`config.mk`:
```
export PLATFORM = sky130hd
export DESIGN_NAME = fpu_issue_arbiter
export DESIGN_NICKNAME = d
export VERILOG_FILES = /design/src/rtl/fpu_issue_arbiter.sv
export SDC_FILE = /design/constraint.sdc
export NUM_CORES = 1
export LEC_CHECK = 0
export ABC_AREA = 1
export BUFFER_PORTS_ARGS = -buffer_cell sky130_fd_sc_hd__buf_2
export CORE_AREA = 2 2 104 106
export DETAILED_ROUTE_END_ITERATION = 8
export DIE_AREA = 0 0 106 108
export PLACE_DENSITY = 0.68
export SYNTH_ARGS = -nofsm -noshare
export SYNTH_HDL_FRONTEND = slang
export SYNTH_SLANG_ARGS = --single-unit
```
`constraint.sdc`:
```
create_clock -name CLK -period 1.51 [get_ports CLK]
set_clock_uncertainty 0.1 [all_clocks]
set_input_delay 0.151 -clock CLK [delete_from_list [all_inputs] [get_ports CLK]]
set_output_delay 0.151 -clock CLK [all_outputs]
set_load 0.02 [all_outputs]
```
`src/rtl/fpu_issue_arbiter.sv`:
```
// fpu_issue_arbiter: round-robin sharing of one pipelined FPU between two requesters, with tag pipe routing results back.
// Optional per-requester saturating issue counters when FPU_ARB_STATS_EN is defined.
module fpu_issue_arbiter #(
  parameter int WIDTH   = 32,
  parameter int LATENCY = 8,
  parameter int CNT_W   = 16
) (
  input  logic             CLK,
  input  logic             RST_N,
  input  logic             Req0Valid,
  output logic             Req0Ready,
  input  logic [WIDTH-1:0] Req0Operand1,
  input  logic [WIDTH-1:0] Req0Operand2,
  input  logic [1:0]       Req0Operation,
  input  logic             Req1Valid,
  output logic             Req1Ready,
  input  logic [WIDTH-1:0] Req1Operand1,
  input  logic [WIDTH-1:0] Req1Operand2,
  input  logic [1:0]       Req1Operation,
  output logic [WIDTH-1:0] FpuOperand1,
  output logic [WIDTH-1:0] FpuOperand2,
  output logic [1:0]       FpuOperation,
  input  logic [WIDTH-1:0] FpuResult,
  output logic             Rsp0Valid,
  output logic             Rsp1Valid,
`ifdef FPU_ARB_STATS_EN
  output logic [CNT_W-1:0] IssueCount0,
  output logic [CNT_W-1:0] IssueCount1,
`endif
  output logic [WIDTH-1:0] RspResult
);
  logic               ptr_q, ptr_d;
  logic               gnt, gnt_id;
  logic [WIDTH-1:0]   op1_q, op1_d, op2_q, op2_d;
  logic [1:0]         opc_q, opc_d;
  logic [LATENCY-1:0] tv_q, ti_q;

  // With both requesting, ptr names the winner; otherwise the lone requester wins.
  always_comb begin
    gnt       = Req0Valid | Req1Valid;
    gnt_id    = (Req0Valid & Req1Valid) ? ptr_q : Req1Valid;
    Req0Ready = gnt & ~gnt_id;
    Req1Ready = gnt & gnt_id;
    ptr_d     = gnt ? ~gnt_id : ptr_q;
    op1_d     = !gnt ? op1_q : gnt_id ? Req1Operand1 : Req0Operand1;
    op2_d     = !gnt ? op2_q : gnt_id ? Req1Operand2 : Req0Operand2;
    opc_d     = !gnt ? opc_q : gnt_id ? Req1Operation : Req0Operation;
  end

  always_ff @(posedge CLK or negedge RST_N) begin
    if (!RST_N) begin
      ptr_q <= 1'b0;
      op1_q <= '0;
      op2_q <= '0;
      opc_q <= '0;
      tv_q  <= '0;
      ti_q  <= '0;
    end else begin
      ptr_q <= ptr_d;
      op1_q <= op1_d;
      op2_q <= op2_d;
      opc_q <= opc_d;
      for (int i = LATENCY - 1; i > 0; i--) begin
        tv_q[i] <= tv_q[i-1];
        ti_q[i] <= ti_q[i-1];
      end
      tv_q[0] <= gnt;
      ti_q[0] <= gnt_id;
    end
  end

  assign FpuOperand1  = op1_q;
  assign FpuOperand2  = op2_q;
  assign FpuOperation = opc_q;
  assign Rsp0Valid    = tv_q[LATENCY-1] & ~ti_q[LATENCY-1];
  assign Rsp1Valid    = tv_q[LATENCY-1] & ti_q[LATENCY-1];
  assign RspResult    = FpuResult;

`ifdef FPU_ARB_STATS_EN
  logic [CNT_W-1:0] cnt0_q, cnt0_d, cnt1_q, cnt1_d;

  always_comb begin
    cnt0_d = (Req0Ready && ~&cnt0_q) ? cnt0_q + 1'b1 : cnt0_q;
    cnt1_d = (Req1Ready && ~&cnt1_q) ? cnt1_q + 1'b1 : cnt1_q;
  end

  always_ff @(posedge CLK or negedge RST_N) begin
    if (!RST_N) begin
      cnt0_q <= '0;
      cnt1_q <= '0;
    end else begin
      cnt0_q <= cnt0_d;
      cnt1_q <= cnt1_d;
    end
  end

  assign IssueCount0 = cnt0_q;
  assign IssueCount1 = cnt1_q;
`endif
endmodule

```
==> qor.csv <==
stage;metric;value;unit
outcome;outcome;complete, no violations;
synth;Post-Syn Area;3660;sq um
global_route;gr ovfl total;0;
synth;post-synthesis sequential area ratio;56.8;%
synth;most area-consuming cells after synthesis;dfrtp_1 (57%), nand3_1 (18%), nand2_1 (14%);
critical_path;CP Launch Type;flip-flop;
global_route;number of global-route vias before repair;4370;
synth;synth unique cells;12;
clock_tree;CTS tree;built;
critical_path;Worst setup EP type;output pin;
cells_and_area;final net count;889;
pwr;P_leak;3.17;nW
run;max cap viols;0;
drt;Starting DRT DRC Count;331;
critical_path;Critical Path Slowest Stage Cell;dfrtp_1;
clock_tree;# clock sinks;83;
synth;cells after synthesis;422;
worst_hold_path;type of the tightest min-delay check;in -> reg;
clock_tree;Clock transition at path regs;80;ps
cells_and_area;area of the multi-input gates;1220;sq um
placement;RD Place Congestion;0.783;
clock_tree;root buf cell;clkbuf_8;
synth;top cells by instance count after synthesis;nand2_1 (135), nand3_1 (132), dfrtp_1 (83);
synth;Async S/R FF share, synth;100;%
drt;drt pass-1 iters;6;
global_route;pin count of the biggest net entering global routing;68;
timing;Fin. Hold Viols;0;
drt;per-cell routed wire length;15.8;um
synth;FF+latch count, synth;83;
drt;Routed Antenna Nets;0;
drt;Residual DRC;0;
floorplan;full die area;11400;sq um
floorplan;Die Wd;106;um
critical_path;CP Data Required Time;1260;ps
timing;post-layout min period;1430;ps
placement;count of buffers from port buffering;205;
timing;Final Setup Violations;0;
synth;Post-synth EDFFs;0;
floorplan;Cell Rows;37;
critical_path;CP Max Fanout;3;
floorplan;Die Height;108;um
timing;setup TNS;0;ps
synth;Primary FF master, synth;dfrtp_1;
floorplan;Ports;270;
drt;routed vias;4316;
drt;Via density;5.00;
pwr;pwr dens;935;nW/um^2
timing;slew margin rel.;73.0;%
critical_path;CP Cell Sequence;a21oi_4 -> buf_4;
placement;Final HPWL DP;7670;um
floorplan;Initial Util;35.8;%
cells_and_area;# fillers;798;
synth;most frequent cell after synthesis;nand2_1;
timing;Final period util;94.5;%
worst_hold_path;hold endpoint;FpuOperation[0];
critical_path;crit path DAT;1180;ps
synth;Syn Area/Cell;8.67;sq um
synth;YS warnings;0;
critical_path;Crit path largest cell delay;420;ps
floorplan;total core area;10200;sq um
cells_and_area;final core utilization;60.5;%
critical_path;CP Class;reg -> out;
critical_path;worst setup path startpoint;ptr_q;
cells_and_area;fraction of layout cells with a size suffix above 1;32.6;%
timing;Tightest Pin Transition;405;ps
global_route;initial antenna violation count;0;
timing;final slew viol count;0;
critical_path;r2r startpoint;ptr_q;
timing;FMAX;701;MHz
cells_and_area;area grow syn2layout;69.1;%
drt;drt total wl;13700;um
worst_hold_path;worst hold start;Req1Operation[0];
pwr;peak supply drop;518;uV
worst_hold_path;Min-Delay Path Depth;3;
global_route;global-route wire length before repair;20900;um
clock_tree;Clk Latency, worst-skew pair;340;ps
synth;Synth top area share;56.8;%
global_route;Total GRT Usage;23.3;%
cells_and_area;Register Area;2080;sq um
critical_path;FF-to-FF End;FpuOperand2[17];
clock_tree;H-tree levels;3;
clock_tree;clk buf depth;2;
synth;largest area contributor in the netlist;dfrtp_1;
critical_path;reg2reg setup slack;170;ps
timing;RSZ-0062 raised after global routing;no;
synth;syn nets;590;
clock_tree;Num CTS Buffers;9;
critical_path;worst reg2reg path depth;5;
-- through the flow --
step	total power [mW]	worst slack (ps)	area, sq um	hold slack [ps]	instances
floorplan	3.42	170	3660	-245	422
global placement	3.89	266	4640	-142	713
detailed placement	3.92	203	4640	-143	713
CTS	5.79	18.2	6160	5.99	861
global route	6.07	1.71	6190	9.60	862
finish	5.78	82.7	6190	26.4	863
-- sequential cells by signal, summed over array words and instances (netlist names) --
name,count
FpuOperand2,32
tv_q,8
ti_q,8
FpuOperation,2
ptr_q,1
FpuOperand1,32
-- cell families after synthesis --
kind of cell | Yosys count | synth area share, %
AND/OR/NAND/NOR | 269 | 32.1
flip-flops | 83 | 56.8
AO/OA/AOI/OAI | 2 | 0.376
buffers and inverters | 68 | 10.8
-- worst max path at each step --
| stage | endpoint | slack, ps |
|---|---|---|
| after floorplan | Req1Ready | 170 |
| after global placement | FpuOperand1[14] | 270 |
| after detailed placement | FpuOperand2[2] | 200 |
| after CTS | Req1Ready | 20 |
| after global routing | Req1Ready | 2 |
| final | Req0Ready | 80 |
-- area by class of cell --
cell class	instances	share of cell area (%)
timing repair buffer	349	40.4
antenna	1	0.0404
tap	136	2.75
inverter	7	0.424
clock inverter	3	0.768
clock buffer	13	2.41
multi-input combinational	271	19.7
sequential	83	33.6
-- placed cells by master (no fill, tap or decap), types with 2 or more instances in the layout --
cell and instances:
dlygate4sd3_1 132, buf_2 202, clkbuf_1 3, nand2_4 2
inv_2 3, clkinv_4 2, inv_1 4, nand2_1 133
clkbuf_8 10, buf_4 10, dfrtp_1 83, nand3_1 132
buf_12 4
-- metal layers --
metal | global-route usage [%] | wire length [um] | share of wire (%)
met5 | 0 | 0 | 0
met2 | 42.1 | 7030 | 51
met4 | 15.2 | 735 | 5.4
met1 | 23.3 | 4630 | 34
met3 | 7.11 | 1280 | 9.4
-- report_power, final --
part           switching [mW]  internal, mW
Clock                   0.774         0.819
Sequential              0.142          2.47
Combinational           0.880         0.700
Total                    1.80          3.99
-- critical path: cells and delay by family, from the launching register on --
kind	cells	cell delay, ps
compound gates	1	230
flops	1	420
buf+inv	1	180
-- timing repair --
action	in CTS	in global routing
endpoints found under the hold margin	149	0
pin swaps	1	2
buffers inserted	0	1
gates resized for setup	0	7
endpoints found under the setup margin	1	2
cloned	0	0
hold buffers	132	0
No activity file was read; power rests on OpenSTA's default activity.
